`src/rtl/vga_hl_pkg.sv`:
```
// Shared constants for the VGA field-highlight overlay.
// The pointer-code table, the "no field" code, the FSM state codes and the default colours.
package vga_hl_pkg;

  localparam int MAX_FIELDS = 9;

  localparam logic [3:0] NONE_FIELD = 4'hF;

  // Keyboard/control path cursor codes, indexed by field number.
  localparam logic [7:0] PTR_CODE [MAX_FIELDS] = '{
    8'h24, 8'h25, 8'h26, 8'h23, 8'h22, 8'h21, 8'h43, 8'h42, 8'h41
  };

  localparam logic [1:0] S_NONE = 2'd0;
  localparam logic [1:0] S_SHOW = 2'd1;
  localparam logic [1:0] S_HIDE = 2'd2;

  localparam logic [11:0] DEF_BG_COLOR = 12'h000;
  localparam logic [11:0] DEF_HL_COLOR = 12'hFFF;

endpackage

```
`src/rtl/vga_field_highlight_blink.sv`:
```
// Frame-count blink phase generator for the highlight overlay (built only with HL_BLINK_EN).
// Phase 0 = highlight visible; each phase lasts BLINK_FRAMES frame edges.
`ifdef HL_BLINK_EN
module hl_blink_timer #(
  parameter int BLINK_FRAMES = 30
) (
  input  logic clk,
  input  logic rst,
  input  logic frame_edge,
  input  logic restart,
  output logic phase
);

  localparam int CW = (BLINK_FRAMES > 1) ? $clog2(BLINK_FRAMES) : 1;

  logic [CW-1:0] count;

  always_ff @(posedge clk or posedge rst) begin
    if (rst) begin
      count <= '0;
      phase <= 1'b0;
    end else if (frame_edge) begin
      if (restart) begin
        count <= '0;
        phase <= 1'b0;
      end else if (count == CW'(BLINK_FRAMES - 1)) begin
        count <= '0;
        phase <= ~phase;
      end else begin
        count <= count + 1'b1;
      end
    end
  end

endmodule
`endif

```
`src/rtl/vga_field_highlight.sv`:
```
// Cursor-highlight overlay between the character renderer and the VGA pins.
// Define HL_BLINK_EN to blink the highlight; otherwise the selected field is lit steadily.
module vga_field_highlight
  import vga_hl_pkg::*;
#(
  parameter int               NUM_FIELDS   = 9,
  parameter int               SEL_W        = 5,
  parameter int               PTR_W        = 8,
  parameter int               COLOR_W      = 12,
  parameter int               SEL_BASE     = 2,
  parameter logic [COLOR_W-1:0] BG_COLOR   = DEF_BG_COLOR,
  parameter logic [COLOR_W-1:0] HL_COLOR   = DEF_HL_COLOR,
  parameter int               BLINK_FRAMES = 30,
  parameter logic             SYNC_IDLE    = 1'b1
) (
  input  logic               CLK,
  input  logic               RST,
  input  logic [PTR_W-1:0]   PUNTERO,
  input  logic [COLOR_W-1:0] COLOR_IN,
  input  logic [SEL_W-1:0]   SEL_IN,
  input  logic               HS_IN,
  input  logic               VS_IN,
  output logic [COLOR_W-1:0] COLOR_OUT,
  output logic               HS_OUT,
  output logic               VS_OUT,
  output logic [3:0]         FIELD_OUT,
  output logic [1:0]         STATE_DBG
);

  localparam int XW = SEL_W + 1;

  if (BLINK_FRAMES < 1) begin : g_bad_blink_frames
    $error("BLINK_FRAMES must be at least 1");
  end

  logic       prev_vs;
  logic       frame_edge;
  logic [3:0] dec_field;
  logic [3:0] cur_field;
  logic [1:0] active_q;   // S_NONE or S_SHOW; blink phase is folded in below
  logic [1:0] state;
  logic       phase;
  logic       hit;
  logic [XW-1:0] sel_lo;
  logic [XW-1:0] sel_x;

  always_comb begin
    dec_field = NONE_FIELD;
    for (int i = 0; i < MAX_FIELDS; i++) begin
      if (i < NUM_FIELDS && PUNTERO == PTR_W'(PTR_CODE[i])) dec_field = 4'(i);
    end
  end

  assign frame_edge = prev_vs & ~VS_IN;

  always_ff @(posedge CLK or posedge RST) begin
    if (RST) begin
      prev_vs   <= SYNC_IDLE;
      cur_field <= NONE_FIELD;
      active_q  <= S_NONE;
    end else begin
      prev_vs <= VS_IN;
      if (frame_edge) begin
        cur_field <= dec_field;
        active_q  <= (dec_field == NONE_FIELD) ? S_NONE : S_SHOW;
      end
    end
  end

`ifdef HL_BLINK_EN
  logic restart;

  // Any pointer change (including to/from "none") restarts the visible phase.
  assign restart = (dec_field == NONE_FIELD) || (active_q == S_NONE) ||
                   (dec_field != cur_field);

  hl_blink_timer #(
    .BLINK_FRAMES(BLINK_FRAMES)
  ) u_blink (
    .clk        (CLK),
    .rst        (RST),
    .frame_edge (frame_edge),
    .restart    (restart),
    .phase      (phase)
  );
`else
  assign phase = 1'b0;
`endif

  assign state = (active_q == S_SHOW && phase) ? S_HIDE : active_q;
  assign STATE_DBG = state;
  assign FIELD_OUT = cur_field;

  // Extra selector bit keeps base + 2*field from wrapping into low selector codes.
  assign sel_lo = XW'(SEL_BASE) + (XW'(cur_field) << 1);
  assign sel_x  = {1'b0, SEL_IN};
  assign hit    = (sel_x == sel_lo) || (sel_x == sel_lo + XW'(1));

  always_ff @(posedge CLK or posedge RST) begin
    if (RST) begin
      COLOR_OUT <= '0;
      HS_OUT    <= SYNC_IDLE;
      VS_OUT    <= SYNC_IDLE;
    end else begin
      COLOR_OUT <= (state == S_SHOW && hit && COLOR_IN == BG_COLOR) ? HL_COLOR : COLOR_IN;
      HS_OUT    <= HS_IN;
      VS_OUT    <= VS_IN;
    end
  end

endmodule

```
`config.mk`:
```
export PLATFORM = sky130hd
export DESIGN_NAME = vga_field_highlight
export DESIGN_NICKNAME = d
export VERILOG_FILES = /design/src/rtl/vga_hl_pkg.sv /design/src/rtl/vga_field_highlight_blink.sv /design/src/rtl/vga_field_highlight.sv
export SDC_FILE = /design/constraint.sdc
export NUM_CORES = 1
export LEC_CHECK = 0
export CORE_MARGIN = 1
export CORE_UTILIZATION = 40
export CTS_BUF_LIST = sky130_fd_sc_hd__clkbuf_4 sky130_fd_sc_hd__clkbuf_8
export DETAILED_ROUTE_END_ITERATION = 8
export HOLD_SLACK_MARGIN = 0.12
export PLACE_DENSITY_LB_ADDON = 0.05
export SETUP_SLACK_MARGIN = 0.1
export SYNTH_ARGS = -nofsm -noshare
export SYNTH_HDL_FRONTEND = slang
export SYNTH_SLANG_ARGS = --single-unit
```
`constraint.sdc`:
```
create_clock -name CLK -period 2 [get_ports CLK]
set_clock_uncertainty 0.1 [all_clocks]
set_input_delay 0.2 -clock CLK [delete_from_list [all_inputs] [get_ports CLK]]
set_output_delay 0.2 -clock CLK [all_outputs]
set_load 0.005 [all_outputs]
```
==> results of run 1 <==
[per-layer routing]
metal	vias to the layer above	wire length (um)	track usage, %
li1	464	-	-
met1	423	910	20.1
met2	30	1220	36.6
met3	4	116	3.22
met4	0	22	9.91
met5	-	0	0
[timing repair]
action | in CTS | in global routing
buffers inserted | 2 | 0
pin swaps | 0 | 1
resized for setup | 1 | 1
cloned | 1 | 0
setup endpoints to repair | 7 | 9
[Yosys cell counts, drive strengths merged, types with 2 or more instances]
cell     number
a21oi         4
a2bb2oi      12
and2          2
buf           4
dfrtp        13
dfstp         6
inv           2
nand2         6
nand3         3
nor2         18
nor2b         2
nor3          2
nor3b         2
nor4          2
o21ai         4
o22ai         2
o31ai         2
xnor2         3
[cell type report]
class	instances	area, sq um
Fill cell	194	736
Timing Repair Buffer	52	505
Sequential cell	19	483
Multi-Input combinational cell	75	460
Tap cell	28	35.0
Clock buffer	3	22.5
Inverter	2	7.51
Clock inverter	1	5.00
[power by group]
group,internal [mW],switching [mW],total [mW]
clock network,0.0744,0.120,0.194
logic,0.133,0.0850,0.218
registers,0.415,0.00989,0.425
total,0.622,0.214,0.837
[path summary, 6_finish.rpt]
kind                                     startpoint                  endpoint  slack, ns
hold reg to reg            FIELD_OUT[3]$_DFFE_PP1P_  FIELD_OUT[3]$_DFFE_PP1P_       0.45
hold / removal                                  RST    COLOR_OUT[1]$_DFF_PP0_       0.20
max in group asynchronous                       RST    COLOR_OUT[8]$_DFF_PP0_       1.16
min in group CLK                              HS_IN          HS_OUT$_DFF_PP1_       0.20
setup / recovery           FIELD_OUT[0]$_DFFE_PP1P_    COLOR_OUT[1]$_DFF_PP0_       0.16
setup reg to reg           FIELD_OUT[0]$_DFFE_PP1P_    COLOR_OUT[1]$_DFF_PP0_       0.16
[flip-flops by register name, summed over array words and instances, names as in the netlist]
register	count
STATE_DBG	1
HS_OUT	1
FIELD_OUT	4
COLOR_OUT	12
VS_OUT	1
[kinds of logic after synthesis]
group | Yosys count
AO/OA/AOI/OAI | 28
multiplexers | 1
flip-flops | 19
buffers and inverters | 7
other | 1
XOR/XNOR | 4
adder cells (fa/ha/maj) | 1
AND/OR/NAND/NOR | 40
[per-stage QoR]
stage                     util (%)  cells
final                         67.4    180
after global routing          67.4    180
after CTS                     67.3    180
after detailed placement      65.1    173
after global placement        65.1    173
after floorplan                  -    101
==> impl_metrics.csv, run 1 <==
group,metric,value,unit
synth,synth-xor-area-share,3.56,%
critical_path,worst_path_max_delay_cell,"dfstp_2",
grt,grt_overflow,0,
sta,fmax,545,MHz
worst_hold_path,min_path_type,"input port to asynchronous set/reset pin",
grt,grtUsageTotal,19.3,%
synth,synthSimpleGateAreaFrac,19.0,%
grt,grt_pass1_wl,3820,um
synth,synth_fa_ha_area_share,1.27,%
floorplan,die_x,51.6,um
detailed_routing,drt_iter0_markers,14,
clock_tree,cts-root-buf,"clkbuf_4",
floorplan,num_io_pins,49,
layout,layout_common_cells,"clkdlybuf4s50_1, nor2_1, dfrtp_1",
critical_path,critPathKind,"flop to flop",
critical_path,crit_cells,6,
synth,synth_warnings,0,
layout,diodes,0,
sta,fin_crit_sh,91.8,%
critical_path,path_cells,"ha_1 -> xnor2_1 -> nand2_1 -> a311oi_2 -> buf_4 -> a2bb2oi_1",
detailed_routing,wl_per_cell,12.6,um
critical_path,cp_num_buf_inv,1,
critical_path,cp.arrival,1.95,ns
synth,synth_ff_type,"dfrtp_1",
layout,drive_above_1_share,11.2,%
floorplan,coreArea,2250,sq um
sta,max_slew_margin,53.4,%
sta,max_slew.worst_pin.slew,0.698,ns
job,maxCapViolations,0,
clock_tree,clk_pin_slew_worst_paths,0.11,ns
clock_tree,clock-sinks,19,
critical_path,endpoint_kind,"flop",
clock_tree,numCtsBuffers,3,
synth,muxShareOfSynthArea,1.02,%
clock_tree,tritoncts,"built",
placement,port_buffers,46,
sta,fin_crit,1.84,ns
floorplan,die_h,51.6,um
power_and_ir_drop,vdd_drop_max,0.412,mV
power_and_ir_drop,total_power,0.837,mW
clock_tree,htreeDepth,1,
sta,fin_tns_setup,0,ns
placement,post-dp-hpwl,1740,um
detailed_routing,drc,0,
synth,synth_edf_count,0,
status,status,"complete, no violations",
sta,setup_viol,0,
power_and_ir_drop,powerDensity,551,nW/um^2
critical_path,required,2.12,ns
critical_path,cp_max_fo,6,
sta,finalWorstSetupSlack,0.164,ns
clock_tree,cts_hold_buf,0,
synth,synthArstFlopShare,100,%
grt,grt_max_degree,20,
layout,final_common_cell,"clkdlybuf4s50_1",
critical_path,slowest_delay,0.55,ns
placement,globalplace.congestion,0.737,
synth,synth_compound_area_share,21.6,%
placement,dp_slack,0.0763,ns
synth,synth-seq-cells,19,
layout,fin_area,1520,sq um
grt,grt_pass1_vias,906,
synth,yosysTopAreaCell,"dfrtp_1",
synth,synth_top_area_share,33.1,%
critical_path,rr_worst_depth,6,
synth,syn-instance-count,101,
synth,synth_area_per_cell,9.74,sq um
detailed_routing,antenna_left,0,
synth,yosys-top-cells-area,"dfrtp_1, dfstp_2, a2bb2oi_1",
floorplan,fp-row-count,17,
critical_path,cp_top_family,"flip-flops",
floorplan,start_util,43.6,%
sta,hold_violations,0,
detailed_routing,via_count,921,
detailed_routing,first_pass_iters,4,
sta,slew_viol_final,0,
placement,postPlaceCellArea,1470,sq um
layout,nets,183,
critical_path,worst_setup_path_start_kind,"flop",
sta,whs,0.196,ns
clock_tree,clock_latency,0.29,ns
synth,syn_nets,131,
layout,area_delta_synth_final,54.5,%
detailed_routing,vias_per_cell,5.12,
grt,antenna_found_initial,0,
sta,grt_setup_unrepaired,"no",
clock_tree,clockBufferDepth,2,
power_and_ir_drop,p_leak,0.621,nW
detailed_routing,routed_wl,2270,um
synth,ys_seq_area_share,49.1,%
floorplan,fp.dieArea,2660,sq um
synth,synth.cell_area,983,sq um
synth,synth_cell_types,33,
synth,synth_top_family_by_area,"compound AO/OA/AOI/OAI gates",
(Power assumes the default switching activity.)
==> run 2, diff against run 1 <==
--- a/config.mk
+++ b/config.mk
@@ -5,7 +5,7 @@
 export SDC_FILE = /design/constraint.sdc
 export NUM_CORES = 1
 export LEC_CHECK = 0
-export CORE_MARGIN = 1
+export CORE_MARGIN = 10
 export CORE_UTILIZATION = 40
 export CTS_BUF_LIST = sky130_fd_sc_hd__clkbuf_4 sky130_fd_sc_hd__clkbuf_8
 export DETAILED_ROUTE_END_ITERATION = 8
==> impl_metrics.csv, run 2 (synthesis gave the netlist of run 1 again) <==
group,metric,value,unit
grt,grt_pass1_vias,1029,
power_and_ir_drop,vdd_drop_max,0.391,mV
layout,fin_area,1550,sq um
detailed_routing,routed_wl,2900,um
layout,diodes,0,
job,maxCapViolations,0,
layout,final_common_cell,"clkdlybuf4s50_1",
clock_tree,clock-sinks,19,
clock_tree,cts_hold_buf,0,
layout,area_delta_synth_final,57.9,%
detailed_routing,wl_per_cell,16.0,um
sta,fin_crit_sh,93.6,%
sta,fin_crit,1.87,ns
layout,fin_cells,182,
floorplan,die_x,69.6,um
floorplan,die_h,69.6,um
detailed_routing,antenna_left,0,
status,status,"complete, no violations",
floorplan,fp.dieArea,4840,sq um
placement,postPlaceCellArea,1480,sq um
placement,globalplace.congestion,0.749,
sta,hold_violations,0,
floorplan,fp-row-count,17,
grt,grt_overflow,0,
power_and_ir_drop,powerDensity,550,nW/um^2
layout,fill_cells,182,
critical_path,critPathKind,"flop to output port",
detailed_routing,drt_iter0_markers,55,
layout,layout_common_cells,"clkdlybuf4s50_1, nor2_1, dfrtp_1",
sta,setup_viol,0,
placement,dpl.cell_count,174,
placement,post-dp-hpwl,2200,um
detailed_routing,vias_per_cell,5.36,
detailed_routing,drc,0,
placement,port_buffers,46,
clock_tree,clock_latency,0.29,ns
layout,largest_reg_flops,12,
clock_tree,cts-root-buf,"clkbuf_4",
clock_tree,tritoncts,"built",
clock_tree,clockBufferDepth,2,
sta,max_slew_margin,52.3,%
sta,max_slew.worst_pin.slew,0.715,ns
critical_path,cp.arrival,1.57,ns
grt,antenna_found_initial,0,
sta,fin_tns_setup,0,ns
critical_path,required,1.70,ns
clock_tree,numCtsBuffers,3,
critical_path,cp_max_fo,4,
power_and_ir_drop,p_leak,0.628,nW
sta,fmax,534,MHz
floorplan,start_util,43.2,%
clock_tree,htreeDepth,1,
sta,slew_viol_final,0,
critical_path,endpoint_kind,"output port",
clock_tree,clk_pin_slew_worst_paths,0.12,ns
critical_path,worst_setup_path_start_kind,"flop",
floorplan,num_io_pins,49,
layout,nets,185,
grt,grt_max_degree,20,
grt,grt_pass1_wl,4490,um
layout,drive_above_1_share,13.0,%
worst_hold_path,min_path_type,"input port to asynchronous set/reset pin",
layout,largest-register,"COLOR_OUT",
grt,grtUsageTotal,10.8,%
sta,grt_setup_unrepaired,"no",
detailed_routing,via_count,976,
floorplan,coreArea,2280,sq um
detailed_routing,first_pass_iters,4,
run 2: through the flow:
| stage | setup WS, ns | power [mW] | util [%] | hold WS, ns |
|---|---|---|---|---|
| after floorplan | 0.173 | 0.516 | - | 0.0467 |
| after global placement | 0.0810 | 0.649 | 64.9 | 0.392 |
| after detailed placement | 0.0666 | 0.655 | 64.9 | 0.397 |
| after CTS | 0.0937 | 0.857 | 66.2 | 0.207 |
| after global routing | 0.0777 | 0.901 | 68.2 | 0.191 |
| final | 0.127 | 0.854 | 68.2 | 0.203 |
run 2: worst paths after layout:
path / start / end / slack [ns] / cells past startpoint
setup / recovery: FIELD_OUT[0]$_DFFE_PP1P_ / FIELD_OUT[0] / 0.13 / 2
hold / removal: RST / COLOR_OUT[7]$_DFF_PP0_ / 0.20 / 2
min in group CLK: HS_IN / HS_OUT$_DFF_PP1_ / 0.21 / 1
hold reg to reg: STATE_DBG[0]$_DFFE_PP0P_ / STATE_DBG[0]$_DFFE_PP0P_ / 0.43 / 2
max in group asynchronous: RST / COLOR_OUT[8]$_DFF_PP0_ / 1.15 / 2
setup reg to reg: FIELD_OUT[0]$_DFFE_PP1P_ / COLOR_OUT[10]$_DFF_PP0_ / 0.18 / 6
run 2: repair_timing:
item                       in CTS  in global routing
buffers inserted                0                  3
gates resized for setup         0                  3
pin swaps                       0                  2
setup endpoints to repair       1                 12
cloned                          0                  1
run 2: layout make-up:
class | instances | area [sq um] | share of cell area (%)
Sequential cell | 19 | 483 | 31.1
Clock buffer | 3 | 22.5 | 1.45
Tap cell | 28 | 35.0 | 2.26
Timing Repair Buffer | 54 | 524 | 33.8
Multi-Input combinational cell | 75 | 473 | 30.5
Clock inverter | 1 | 7.51 | 0.483
Inverter | 2 | 7.51 | 0.483
run 2: worst max-delay path, stage by stage, from the launching register on:
cell and delay [ns]:
dfstp_2 0.61, buf_4 0.14, clkdlybuf4s50_1 0.52
run 2: power by group:
group | internal, mW | switching [mW] | leakage [nW] | total [mW]
sequential | 0.415 | 0.0118 | 0.228 | 0.427
clock | 0.0759 | 0.126 | 0.0139 | 0.202
combinational | 0.136 | 0.0886 | 0.386 | 0.225
run 2: routing by layer:
metal	global-route usage, %	part of all wire [%]	vias to the layer above
li1	-	-	467
met1	10.5	38	465
met2	20.7	55	40
met3	3.42	6.3	4
met4	3.10	0.90	0
met5	0	0	-
==> run 3, diff against run 2 <==
--- a/config.mk
+++ b/config.mk
@@ -11,6 +11,7 @@
 export DETAILED_ROUTE_END_ITERATION = 8
 export HOLD_SLACK_MARGIN = 0.12
 export PLACE_DENSITY_LB_ADDON = 0.05
+export RECOVER_POWER = 50
 export SETUP_SLACK_MARGIN = 0.1
 export SYNTH_ARGS = -nofsm -noshare
 export SYNTH_HDL_FRONTEND = slang
==> impl_metrics.csv, run 3 (synthesis gave the netlist of run 1 again) <==
group,metric,value,unit
status,status,"complete, no violations",
job,maxCapViolations,0,
detailed_routing,antenna_left,0,
layout,drive_above_1_share,13.0,%
layout,register_area,483,sq um
floorplan,die_x,69.6,um
power_and_ir_drop,total_power,0.848,mW
sta,max_slew_margin,52.2,%
grt,grtUsageTotal,10.8,%
power_and_ir_drop,p_leak,0.639,nW
grt,grt_overflow,0,
power_and_ir_drop,p_sw,0.226,mW
layout,diodes,0,
clock_tree,clk_pin_slew_worst_paths,0.12,ns
floorplan,start_util,43.2,%
critical_path,worst_setup_path_start_kind,"flop",
detailed_routing,drc,0,
detailed_routing,drt_iter0_markers,53,
power_and_ir_drop,vdd_drop_max,0.391,mV
sta,fin_tns_setup,0,ns
critical_path,critPathKind,"flop to output port",
sta,fin_crit,1.87,ns
sta,setup_viol,0,
worst_hold_path,min_path_type,"input port to asynchronous set/reset pin",
clock_tree,htreeDepth,1,
layout,layout_common_cells,"clkdlybuf4s50_1, nor2_1, dfrtp_1",
sta,fin_crit_sh,93.5,%
sta,grt_setup_unrepaired,"no",
power_and_ir_drop,p_int,0.622,mW
clock_tree,cts-root-buf,"clkbuf_4",
critical_path,cp_max_fo,4,
grt,grt_pass1_vias,1029,
layout,fin_cells,182,
layout,largest-register,"COLOR_OUT",
detailed_routing,vias_per_cell,5.32,
critical_path,rr_worst_depth,6,
clock_tree,clock-sinks,19,
detailed_routing,wl_per_cell,15.9,um
layout,final_common_cell,"clkdlybuf4s50_1",
critical_path,cp.arrival,1.57,ns
clock_tree,cts_hold_buf,0,
layout,fill_cells,182,
layout,nets,185,
power_and_ir_drop,powerDensity,546,nW/um^2
sta,hold_violations,0,
placement,post-dp-hpwl,2200,um
power_and_ir_drop,p_comb_share,25.9,%
detailed_routing,first_pass_iters,4,
sta,fmax,535,MHz
power_and_ir_drop,swShare,26.7,%
critical_path,required,1.70,ns
detailed_routing,via_count,969,
floorplan,die_h,69.6,um
grt,grt_pass1_wl,4490,um
placement,dp_slack,0.0666,ns
grt,grt_max_degree,20,
clock_tree,tritoncts,"built",
sta,max_slew.worst_pin.slew,0.716,ns
layout,area_delta_synth_final,57.9,%
placement,port_buffers,46,
detailed_routing,routed_wl,2890,um
sta,slew_viol_final,0,
clock_tree,numCtsBuffers,3,
grt,antenna_found_initial,0,
layout,largest_reg_flops,12,
floorplan,fp.dieArea,4840,sq um
floorplan,fp-row-count,17,
layout,multiInputGateArea,473,sq um
floorplan,coreArea,2280,sq um
critical_path,endpoint_kind,"output port",
floorplan,num_io_pins,49,
sta,whs,0.341,ns
power_and_ir_drop,p_clk_share,23.9,%
placement,dpl.cell_count,174,
power_and_ir_drop,power_frac_seq,50.3,%
clock_tree,clockBufferDepth,2,
sta,finalWorstSetupSlack,0.129,ns
clock_tree,clock_latency,0.29,ns
placement,globalplace.congestion,0.749,
## run 3: cell count changes in the layout (fill, tap and decap cells not counted)
cell             change
clkdlybuf4s50_1     -10
dlygate4sd3_1       +10
## run 3: final cells by class
class                           instances  share of cell area (%)
Clock buffer                            3                    1.45
Clock inverter                          1                   0.483
Inverter                                2                   0.483
Multi-Input combinational cell         75                    30.5
Sequential cell                        19                    31.1
Tap cell                               28                    2.26
Timing Repair Buffer                   54                    33.8
## run 3: worst max-delay path, stage by stage, from the launching register on
cell and delay [ns]:
dfstp_2 0.61, buf_4 0.14, clkdlybuf4s50_1 0.52
## run 3: worst paths after layout
check | startpoint | end | slack, ns
min in group CLK | HS_IN | HS_OUT$_DFF_PP1_ | 0.34
setup / recovery | FIELD_OUT[0]$_DFFE_PP1P_ | FIELD_OUT[0] | 0.13
hold reg to reg | STATE_DBG[0]$_DFFE_PP0P_ | STATE_DBG[0]$_DFFE_PP0P_ | 0.43
max in group asynchronous | RST | COLOR_OUT[8]$_DFF_PP0_ | 1.01
hold / removal | RST | COLOR_OUT[7]$_DFF_PP0_ | 0.34
setup reg to reg | FIELD_OUT[0]$_DFFE_PP1P_ | COLOR_OUT[5]$_DFF_PP0_ | 0.18
## run 3: power groups by stage
stage          sequential [mW]  clock, mW  combinational, mW
2_1_floorplan            0.436          0             0.0796
3_3_place_gp             0.433          0              0.216
3_5_place_dp             0.434          0              0.221
4_1_cts                  0.427      0.208              0.222
5_1_grt                  0.429      0.225              0.241
6_report                 0.426      0.202              0.219
## run 3: layer usage
layer | global-route usage, % | vias to the layer above | routed length, um
met5 | 0 | - | 0
met2 | 20.7 | 36 | 1580
met3 | 3.42 | 4 | 181
met4 | 3.10 | 0 | 26
met1 | 10.5 | 461 | 1100
li1 | - | 468 | -
## run 3: per-stage QoR
step / cell area (sq um) / util, %
2_1_floorplan: 983 / -
3_3_place_gp: 1480 / 64.9
3_5_place_dp: 1480 / 64.9
4_1_cts: 1510 / 66.2
5_1_grt: 1550 / 68.2
6_report: 1550 / 68.2
## run 3: repair_timing
action	in CTS	in global routing
resized for setup	0	3
pin swaps	0	2
cloned	0	1
endpoints found under the setup margin	1	12
hold endpoints to repair	0	0
buffers inserted	0	3
